### config.mk
export PLATFORM = sky130hd
export DESIGN_NAME = pkmc_sdram_cmdgen
export DESIGN_NICKNAME = d
export VERILOG_FILES = /design/src/rtl/pkmc_sdram_cmdgen.sv
export SDC_FILE = /design/constraint.sdc
export NUM_CORES = 1
export LEC_CHECK = 0
export ABC_AREA = 1
export CORE_ASPECT_RATIO = 0.5
export CORE_MARGIN = 3
export CORE_UTILIZATION = 57
export DETAILED_ROUTE_END_ITERATION = 10
export DONT_BUFFER_PORTS = 1
export PLACE_DENSITY = 0.84
export REMOVE_ABC_BUFFERS = 1
export SYNTH_ARGS = -nofsm -noshare
export SYNTH_HDL_FRONTEND = slang
export SYNTH_SLANG_ARGS = --single-unit
### constraint.sdc
create_clock -name clk_i -period 2.2 [get_ports clk_i]
set_input_delay 0.44 -clock clk_i [delete_from_list [all_inputs] [get_ports clk_i]]
set_output_delay 0.44 -clock clk_i [all_outputs]
set_load 0.05 [all_outputs]
### src/rtl/pkmc_sdram_cmdgen.sv
// pkmc_sdram_cmdgen -- SDRAM command/address sequencer for the PKMC controller.
//
// Turns a single-word request (byte address + read/write) into a timed
// PRECHARGE / ACTIVE / READ / WRITE sequence. It keeps an open-row table per
// bank and services refresh and load-mode-register requests. Command, address
// and bank lines are registered. Downstream data/CAS capture keys off ack_o.
//
// Ports:
//   clk_i, rst_i            clock, synchronous active-high reset
//   req_i, we_i, addr_i     access request (held until ack_o)
//   ref_req_i               refresh request (held until ref_ack_o)
//   lmr_req_i               load-mode request (held until lmr_ack_o)
//   cmd_o                   {ras_n, cas_n, we_n}
//   addr_o, bank_o          SDRAM A and BA buses
//   ack_o, ref_ack_o,
//   lmr_ack_o               one-cycle pulses alongside RD/WR, REF, LMR
//   busy_o                  high while the sequencer is not idle
//
// Build option: define PKMC_AUTO_PRECHARGE_EN for a close-page policy
// (RD/WR with auto-precharge, A10 = 1). Undefined gives open-page.
module pkmc_sdram_cmdgen #(
  parameter int ADDR_W       = 32,
  parameter int SDRAM_ADDR_W = 13,
  parameter int BANK_W       = 2,
  parameter int ROW_W        = 13,
  parameter int COL_W        = 9,
  parameter int COL_LSB      = 2,
  parameter int ROW_LSB      = 11,
  parameter int BANK_LSB     = 24,
  parameter int T_RP         = 2,
  parameter int T_RCD        = 2,
  parameter int T_RFC        = 7,
  parameter logic [SDRAM_ADDR_W-1:0] MODE_WORD = 13'h022
) (
  input  logic                    clk_i,
  input  logic                    rst_i,
  input  logic                    req_i,
  input  logic                    we_i,
  input  logic [ADDR_W-1:0]       addr_i,
  input  logic                    ref_req_i,
  input  logic                    lmr_req_i,
  output logic [2:0]              cmd_o,
  output logic [SDRAM_ADDR_W-1:0] addr_o,
  output logic [BANK_W-1:0]       bank_o,
  output logic                    ack_o,
  output logic                    ref_ack_o,
  output logic                    lmr_ack_o,
  output logic                    busy_o
);

  localparam int NB     = 1 << BANK_W;
  localparam int T_MAX0 = (T_RP > T_RCD) ? T_RP : T_RCD;
  localparam int T_MAX  = (T_MAX0 > T_RFC) ? T_MAX0 : T_RFC;
  localparam int CNT_W  = $clog2(T_MAX + 1);

  // Counter load values: a wait of T cycles is the command cycle plus T-1.
  localparam logic [CNT_W-1:0] RP_LD   = CNT_W'(T_RP - 1);
  localparam logic [CNT_W-1:0] RCD_LD  = CNT_W'(T_RCD - 1);
  localparam logic [CNT_W-1:0] RFC_LD  = CNT_W'(T_RFC - 1);
  localparam logic [CNT_W-1:0] CNT_ONE = 1;

  localparam logic [2:0] CMD_NOP = 3'b111;
  localparam logic [2:0] CMD_ACT = 3'b011;
  localparam logic [2:0] CMD_RD  = 3'b101;
  localparam logic [2:0] CMD_WR  = 3'b100;
  localparam logic [2:0] CMD_PRE = 3'b010;
  localparam logic [2:0] CMD_REF = 3'b001;
  localparam logic [2:0] CMD_LMR = 3'b000;

  typedef enum logic [3:0] {
    S_IDLE, S_PRE, S_PRE_WAIT, S_ACT, S_ACT_WAIT, S_RW, S_REF, S_REF_WAIT, S_LMR
  } state_t;

  typedef enum logic [1:0] { OP_ACC, OP_REF, OP_LMR } op_t;

  state_t state_q, state_n;
  op_t    op_q, op_n;
  logic [CNT_W-1:0]           cnt_q;
  logic [NB-1:0]              valid_q;
  logic [NB-1:0][ROW_W-1:0]   row_q;

  logic [BANK_W-1:0] bank;
  logic [ROW_W-1:0]  row;
  logic [COL_W-1:0]  col;
  logic              bank_open, row_hit, any_open, ap_block;

  logic [2:0]              cmd_n;
  logic [SDRAM_ADDR_W-1:0] addr_n;
  logic [BANK_W-1:0]       bank_n;

  assign bank      = addr_i[BANK_LSB +: BANK_W];
  assign row       = addr_i[ROW_LSB +: ROW_W];
  assign col       = addr_i[COL_LSB +: COL_W];
  assign bank_open = valid_q[bank];
  assign row_hit   = bank_open && (row_q[bank] == row);
  assign any_open  = |valid_q;

  logic unused_addr;
  assign unused_addr = ^addr_i;

`ifdef PKMC_AUTO_PRECHARGE_EN
  localparam logic AP_BIT = 1'b1;
  logic [CNT_W-1:0]  ap_cnt_q;
  logic [BANK_W-1:0] ap_bank_q;

  // After an auto-precharged RD/WR the bank needs T_RP before the next ACT;
  // the request waits in IDLE while the hold is still running.
  assign ap_block = (ap_cnt_q != '0) && (ap_bank_q == bank);

  always_ff @(posedge clk_i) begin
    if (rst_i) begin
      ap_cnt_q  <= '0;
      ap_bank_q <= '0;
    end else if (state_n == S_RW) begin
      ap_cnt_q  <= RP_LD;
      ap_bank_q <= bank;
    end else if (ap_cnt_q != '0) begin
      ap_cnt_q  <= ap_cnt_q - CNT_ONE;
    end
  end
`else
  localparam logic AP_BIT = 1'b0;
  assign ap_block = 1'b0;
`endif

  always_ff @(posedge clk_i) begin
    if (rst_i) begin
      state_q <= S_IDLE;
      op_q    <= OP_ACC;
    end else begin
      state_q <= state_n;
      op_q    <= op_n;
    end
  end

  // Command states are only ever entered, never held, so a command state in
  // state_n means that command issues on the next edge.
  always_comb begin
    state_n = state_q;
    op_n    = op_q;
    unique case (state_q)
      S_IDLE: begin
        if (lmr_req_i) begin
          op_n    = OP_LMR;
          state_n = any_open ? S_PRE : S_LMR;
        end else if (ref_req_i) begin
          op_n    = OP_REF;
          state_n = any_open ? S_PRE : S_REF;
        end else if (req_i && !ap_block) begin
          op_n = OP_ACC;
          if (!bank_open)   state_n = S_ACT;
          else if (row_hit) state_n = S_RW;
          else              state_n = S_PRE;
        end
      end
      S_PRE, S_PRE_WAIT: begin
        if (cnt_q != '0)          state_n = S_PRE_WAIT;
        else if (op_q == OP_ACC)  state_n = S_ACT;
        else if (op_q == OP_REF)  state_n = S_REF;
        else                      state_n = S_LMR;
      end
      S_ACT, S_ACT_WAIT: state_n = (cnt_q != '0) ? S_ACT_WAIT : S_RW;
      S_REF, S_REF_WAIT: state_n = (cnt_q != '0) ? S_REF_WAIT : S_IDLE;
      S_RW, S_LMR:       state_n = S_IDLE;
      default:           state_n = S_IDLE;
    endcase
  end

  always_comb begin
    cmd_n  = CMD_NOP;
    addr_n = '0;
    bank_n = '0;
    case (state_n)
      S_PRE: begin
        cmd_n = CMD_PRE;
        if (op_n == OP_ACC) bank_n = bank;   // single bank, A10 = 0
        else                addr_n[10] = 1'b1; // all banks
      end
      S_ACT: begin
        cmd_n              = CMD_ACT;
        addr_n[ROW_W-1:0]  = row;
        bank_n             = bank;
      end
      S_RW: begin
        cmd_n              = we_i ? CMD_WR : CMD_RD;
        addr_n[COL_W-1:0]  = col;
        addr_n[10]         = AP_BIT;
        bank_n             = bank;
      end
      S_REF: cmd_n = CMD_REF;
      S_LMR: begin
        cmd_n  = CMD_LMR;
        addr_n = MODE_WORD;
      end
      default: ;
    endcase
  end

  always_ff @(posedge clk_i) begin
    if (rst_i) begin
      cnt_q     <= '0;
      valid_q   <= '0;
      row_q     <= '0;
      cmd_o     <= CMD_NOP;
      addr_o    <= '0;
      bank_o    <= '0;
      ack_o     <= 1'b0;
      ref_ack_o <= 1'b0;
      lmr_ack_o <= 1'b0;
      busy_o    <= 1'b0;
    end else begin
      if      (state_n == S_PRE) cnt_q <= RP_LD;
      else if (state_n == S_ACT) cnt_q <= RCD_LD;
      else if (state_n == S_REF) cnt_q <= RFC_LD;
      else if (cnt_q != '0)      cnt_q <= cnt_q - CNT_ONE;

      if (state_n == S_ACT) begin
        valid_q[bank] <= 1'b1;
        row_q[bank]   <= row;
      end
      if (state_n == S_PRE) begin
        if (op_n == OP_ACC) valid_q[bank] <= 1'b0;
        else                valid_q       <= '0;
      end
`ifdef PKMC_AUTO_PRECHARGE_EN
      if (state_n == S_RW) valid_q[bank] <= 1'b0;
`endif

      cmd_o     <= cmd_n;
      addr_o    <= addr_n;
      bank_o    <= bank_n;
      ack_o     <= (state_n == S_RW);
      ref_ack_o <= (state_n == S_REF);
      lmr_ack_o <= (state_n == S_LMR);
      busy_o    <= (state_n != S_IDLE);
    end
  end

endmodule

### Yosys cells after proc, flatten, opt, wreduce, memory -nomap -nowiden

Cells that the tools add are included.
W data, S select, Z words.

* order comparisons: 2
* bitwise operators: 4
* shifts and indexed selects: 0
* eq/ne operators: 13
* multipliers: 0
* add/sub/neg operators: 1
* muxes and demuxes: 41
* divide/modulo/power cells: 0
* reduce and logical (&&, ||, !) cells: 16

Operators by type and width (count)
* $bwmux W52: 1
* $mux W4: 11
* $pmux W9 S3: 1
* $bmux W13 S2: 1
* $demux W13 S2: 1
* $mux W13: 2
* $eq A4 B3 Y1 const B: 5
* $mux W3: 6
* $pmux W4 S4: 1
* $pmux W3 S5: 1
* $eq A13 B13 Y1: 1
* $eq A4 B2 Y1 const B: 3
* $mux W2: 5
* $reduce_or A2 Y1: 5
* $eq A4 B1 Y1 const B: 2
* $reduce_bool A4 Y1: 2
* $mux W1: 7
* $and A4 B4 Y4: 1
* $eq A4 B4 Y1 const B: 1
* $logic_not A2 Y1: 2
* $logic_not A4 Y1: 1
* $not A4 Y4: 1
* $or A4 B4 Y4: 1
* $pmux W2 S2: 1
* other kinds (13): 14

* ROM bits: 0
* memories kept: 0
* output and inout port bits: 22
* RAM bits: 0
* bits of input ports: 38
* register bits: 87
* word-level logic and storage cells: 94
* bits in latches: 0

### Logic depth before layout (Yosys ltp)

* depth in word-level cells: 16
* gate-level depth with buffers: 20

### Worst setup path after synthesis

No wires, ideal clock.

* kind: input -> register
* start: input addr_i[25]
* end: register row_q[31] in the netlist's numbering
* path buffers: 3
* data required time: 2.072 ns
* setup time: 0.128 ns
* path slack: -0.058 ns
* arrival: 2.131 ns
* stages: 19
* path through: buf_4 inv_1 buf_4 nand2_1 nand2_1 nand2_1 nand2_1 nor2_1 nand2_1 nor2_1 nand2_1 nand2_1 nand2_2 nand4_4 nor2_4 buf_4 nand2_1 o21ai_0 nor2_1

* cells in the longest elaborated chain, start to end: 11

RTL lines
* from (decl): RTL line 39 `input logic [ADDR_W-1:0] addr_i,`
* $bmux W13 S2: RTL line 95 `assign row_hit = bank_open && (row_q[bank] == row);`
* $mux W13 (not written as such): RTL line 95
* $eq A13 B13 Y1: RTL line 95
* $logic_and A1 B1 Y1: RTL line 95
* $mux W3: RTL line 152 `else if (row_hit) state_n = S_RW;`
* $mux W3: RTL line 151 `if (!bank_open) state_n = S_ACT;`
* $mux W4: RTL line 149 `end else if (req_i && !ap_block) begin`
* $mux W4: RTL line 146 `end else if (ref_req_i) begin`
* $mux W4: RTL line 143 `if (lmr_req_i) begin`
* $pmux W4 S4: RTL line 141 `unique case (state_q)`
* $eq A4 B2 Y1: RTL line 217 `if (state_n == S_ACT) begin`
* to (signal, indexed assignment): RTL line 219 `row_q[bank] <= row;`
* to (decl): RTL line 80 `logic [NB-1:0][ROW_W-1:0] row_q;`

Several ways; a longest one is shown, not always the timed one. The select of a mux whose other input is x is not followed.
A chain may end at the register's enable or synchronous reset.

### Worst setup path in the final report

* start: register row_q[25] in the netlist's numbering
* end: register valid_q[3]

* cells in the longest elaborated chain, start to end: 16

RTL lines
* $bmux W13 S2 *: RTL line 95
* $mux W13 (not written as such) *: RTL line 95
* $eq A13 B13 Y1 *: RTL line 95
* $logic_and A1 B1 Y1 *: RTL line 95
* $mux W3 *: RTL line 152
* $mux W3 *: RTL line 151
* $mux W4 *: RTL line 149
* $mux W4 *: RTL line 146
* $mux W4 *: RTL line 143
* $pmux W4 S4 *: RTL line 141
* $eq A4 B2 Y1: RTL line 217
* $mux W4: RTL line 217
* $mux W4: RTL line 200 `if (rst_i) begin`
* $and A4 B4 Y4 (no line)
* $mux W4: RTL line 222 `if (op_n == OP_ACC) valid_q[bank] <= 1'b0;`
* $mux W4 *: RTL line 221 `if (state_n == S_PRE) begin`
* to (signal assigned): RTL line 202 `valid_q <= '0;`
* to (signal, indexed assignment): RTL line 222
* to (signal assigned): RTL line 223 `else valid_q <= '0;`
* to (decl): RTL line 79 `logic [NB-1:0] valid_q;`

Mark *: on every way between the ends. The rest lies on a longest branch, timed or not. The select of a mux whose other input is x is not followed.

==> results.yml <==
cells_and_area:
  fin_nets: 727
  n_antenna_cell: 0
  final_util: 0.810
  areaGrowthSynthToFinish_pct: 34.4
  n_fill_cell: 377
  drive_above_1_share: 0.260
timing:
  rsz0062_at_grt: "yes"
  period_share: 1.16
  fmax_ghz: 0.393
  tightestPinTransition_ns: 0.524
  slew-limit-headroom: 0.650
  fin_crit_ns: 2.54
  drv_slew: 0
  worst_slack_ns: -0.345
  fin_worst_skew_ns: 0.00972
  hold_viol: 0
  setup_viol: 77
  holdWs_ns: 0.153
floorplanning:
  die-height_um: 66.1
  num_rows: 21
  core_area_sq_mm: 0.00683
  die-area_sq_mm: 0.00834
  boundaryPins: 60
  die_w_um: 126
  initial_core_util: 0.603
grt:
  grt_pass1_vias: 3927
  grt_pass1_wl_um: 18800
  grt.overflow.total: 0
  grt_start_max_net_pins: 55
  antenna_found_initial: 0
  grtUsageTotal: 0.287
synthesis:
  synth_top_family_by_area: "simple AND/OR/NAND/NOR gates"
  synth.area.mux_share: 0
  synth_compound_area_frac: 0.138
  synth-xor-area-share: 0
  synth.yosys.seq_area_share: 0.423
  syn_avg_cell_area_sq_um: 6.58
  syn_area_sq_mm: 0.00412
  synth_seq_cells: 87
  synth_warnings: 0
  synth.distinct_cells: 28
  syn_inst: 626
  synthAdderAreaFrac: 0.00608
  yosys.area_share.simple: 0.356
detailed_routing:
  drcViolationCount: 0
  routed_via_density: 6.24
  drtIter0Drc: 744
  wl_per_cell_um: 18.9
  wirelength_um: 14800
  ant_nets: 0
  firstDrtPassIters: 5
  vias: 4896
setup_path:
  slowest_delay_ns: 0.37
  critPathTopFamily: "simple AND/OR/NAND/NOR gates"
  reg2reg_to: "valid_q[3]$_SDFF_PP0_"
  worstSetupStartpoint: "row_q[25]$_SDFFE_PP0P_"
  regToRegSetupSlack_ns: -0.34
  slowest_stage: "dfxtp_1"
  critPathArrivalTime_ns: 2.79
  endpoint: "valid_q[3]$_SDFF_PP0_"
  rr_startpoint: "row_q[25]$_SDFFE_PP0P_"
  crit_chain: "nand2_1 -> nand2_1 -> nand2_1 -> nand2_1 -> nand2_1 -> nand2_1 -> nor2_1 -> nand2_1 -> nor2_1 -> nand2_1 -> nand2_2 -> nand2_4 -> buf_4 -> nand4_1 -> nor2_1 -> buf_4 -> nand3_1 -> a21oi_1"
  worstRegToRegCells: 18
  cp.depth: 18
  worst-path-buf-inv: 2
  crit_top_cell: "nand2_1"
  endpoint_kind: "flop"
  startpoint_type: "flop"
  critPathMaxFanout: 5
  required_ns: 2.45
  critPathKind: "flop to flop"
clocking:
  cts_root_buf: "clkbuf_16"
  cts_sinks: 87
  postCtsHoldBufs: 0
  path_clk_slew_ns: 0.07
  h-tree-depth: 3
  cts_buffers: 9
  clock_latency_ns: 0.35
  tritoncts: "done"
  cts_buffer_depth: 2
power:
  pwr-share-seq: 0.314
  switchingPower_mw: 2.92
  p_int_mw: 4.31
  irDropWorstVdd_uv: 665
  netSwitchingFraction: 0.404
  cellLeakagePower_nw: 2.41
  power_frac_clock: 0.233
  powerDensity_mw_per_mm2: 1300
  power_frac_comb: 0.453
place:
  dpl.hpwl_um: 7180
  gp_congestion: 0.868
  port_buffers: 0
min_path:
  hp-class: "input port to flop"
run_status:
  outcome: "complete, but fails checks"
  violations: "negative setup slack"
flow_run:
  cap_violations: 0
-- worst min path at each step --
stage | depth (start not counted) | end | start | slack (ns)
after floorplan | 2 | row_q[13]$_SDFFE_PP0P_ | row_q[13]$_SDFFE_PP0P_ | 0.46
after global placement | 2 | row_q[39]$_SDFFE_PP0P_ | row_q[39]$_SDFFE_PP0P_ | 0.48
after detailed placement | 2 | row_q[14]$_SDFFE_PP0P_ | row_q[14]$_SDFFE_PP0P_ | 0.48
after CTS | 1 | valid_q[1]$_SDFF_PP0_ | rst_i | 0.16
after global routing | 1 | state_q[2]$_SDFF_PP0_ | rst_i | 0.14
final | 1 | state_q[3]$_SDFF_PP0_ | rst_i | 0.15
-- cells by family (layout without fill, tap and decap cells) --
kind of cell | after synthesis | in the layout
AND/OR/NAND/NOR | 358 | 359
AO/OA/AOI/OAI | 108 | 108
flip-flops | 87 | 87
buffers and inverters | 71 | 136
adder cells (fa/ha/maj) | 2 | 2
-- layer usage --
layer / vias up / global-route usage / wire [um]
met5: - / 0 / 0
met4: 0 / 0.134 / 920
met3: 147 / 0.0750 / 1910
met2: 434 / 0.465 / 6500
met1: 2202 / 0.363 / 5490
li1: 2113 / - / -
-- flip-flops by register name, summed over array words and instances, names as in the netlist --
name       cells
addr_o        13
cmd_o          3
op_q           2
cnt_q          3
valid_q        4
ref_ack_o      1
ack_o          1
bank_o         2
state_q        4
lmr_ack_o      1
busy_o         1
row_q         52
-- Yosys cell counts --
cell / number / share of area
nand2_2: 2 / 0.0030
inv_2: 1 / 0.00091
a21o_1: 1 / 0.0018
nand4_4: 1 / 0.0052
o21a_1: 1 / 0.0018
o21ai_1: 33 / 0.040
o21ai_2: 1 / 0.0021
nor2_2: 2 / 0.0030
o31ai_1: 1 / 0.0018
nor2_1: 82 / 0.075
o211ai_1: 1 / 0.0018
nand4_1: 1 / 0.0015
nor2_4: 4 / 0.011
o21bai_1: 4 / 0.0073
buf_2: 5 / 0.0061
dfxtp_1: 87 / 0.42
ha_1: 2 / 0.0061
nand3_1: 37 / 0.045
nor3_1: 3 / 0.0036
o21ai_0: 28 / 0.034
nor4_2: 1 / 0.0030
nand3b_1: 1 / 0.0018
nand2_1: 224 / 0.20
inv_1: 43 / 0.039
a22oi_1: 1 / 0.0018
clkbuf_1: 10 / 0.0091
buf_4: 12 / 0.022
a21oi_1: 37 / 0.045
-- what timing repair did --
item	4_1_cts	5_1_grt
pin swaps	8	15
endpoints found under the setup margin	79	78
buffers inserted	12	7
resized for setup	50	77
cloned	3	4
-- final cells by class --
type | count | area (sq um) | share of cell area
clock buffers | 13 | 260 | 0.0470
clock inverters | 3 | 65.1 | 0.0118
inverters | 44 | 165 | 0.0298
multi-input cells | 469 | 2380 | 0.431
flip-flops and latches | 87 | 1760 | 0.318
well taps | 92 | 115 | 0.0208
repair buffers | 76 | 786 | 0.142
-- layout by cell type (no fill, tap or decap), drive strengths merged --
| master | count |
|---|---|
| o21ai | 62 |
| nand3 | 37 |
| bufinv | 2 |
| o21a | 1 |
| nor3 | 3 |
| a21o | 1 |
| o31ai | 1 |
| o211ai | 1 |
| a21oi | 37 |
| ha | 2 |
| o21bai | 4 |
| nor4 | 1 |
| clkbuf | 17 |
| buf | 72 |
| nand2 | 226 |
| dfxtp | 87 |
| nand3b | 1 |
| inv | 44 |
| nor2 | 88 |
| clkinv | 1 |
| nand4 | 3 |
| a22oi | 1 |
-- through the flow --
| step | power (mW) | setup slack [ns] | instance area, sq um | TNS (ns) | std cells |
|---|---|---|---|---|---|
| 2_1_floorplan | 3.45 | -0.215 | 3970 | -7.06 | 599 |
| 3_3_place_gp | 4.49 | -0.322 | 4550 | -12.19 | 744 |
| 3_5_place_dp | 4.56 | -0.373 | 4550 | -16.61 | 744 |
| 4_1_cts | 6.51 | -0.0694 | 5160 | -1.40 | 775 |
| 5_1_grt | 7.48 | -0.413 | 5540 | -23.80 | 784 |
| 6_report | 7.22 | -0.345 | 5540 | -16.78 | 784 |
-- power by group through the flow --
stage / Combinational, mW / Sequential (mW) / Clock, mW
after floorplan: 1.24 / 2.21 / 0
after global placement: 2.27 / 2.22 / 0
after detailed placement: 2.33 / 2.23 / 0
after CTS: 2.62 / 2.21 / 1.67
after global routing: 3.45 / 2.28 / 1.75
final: 3.27 / 2.27 / 1.68
Power figures use the tool's default switching activity.
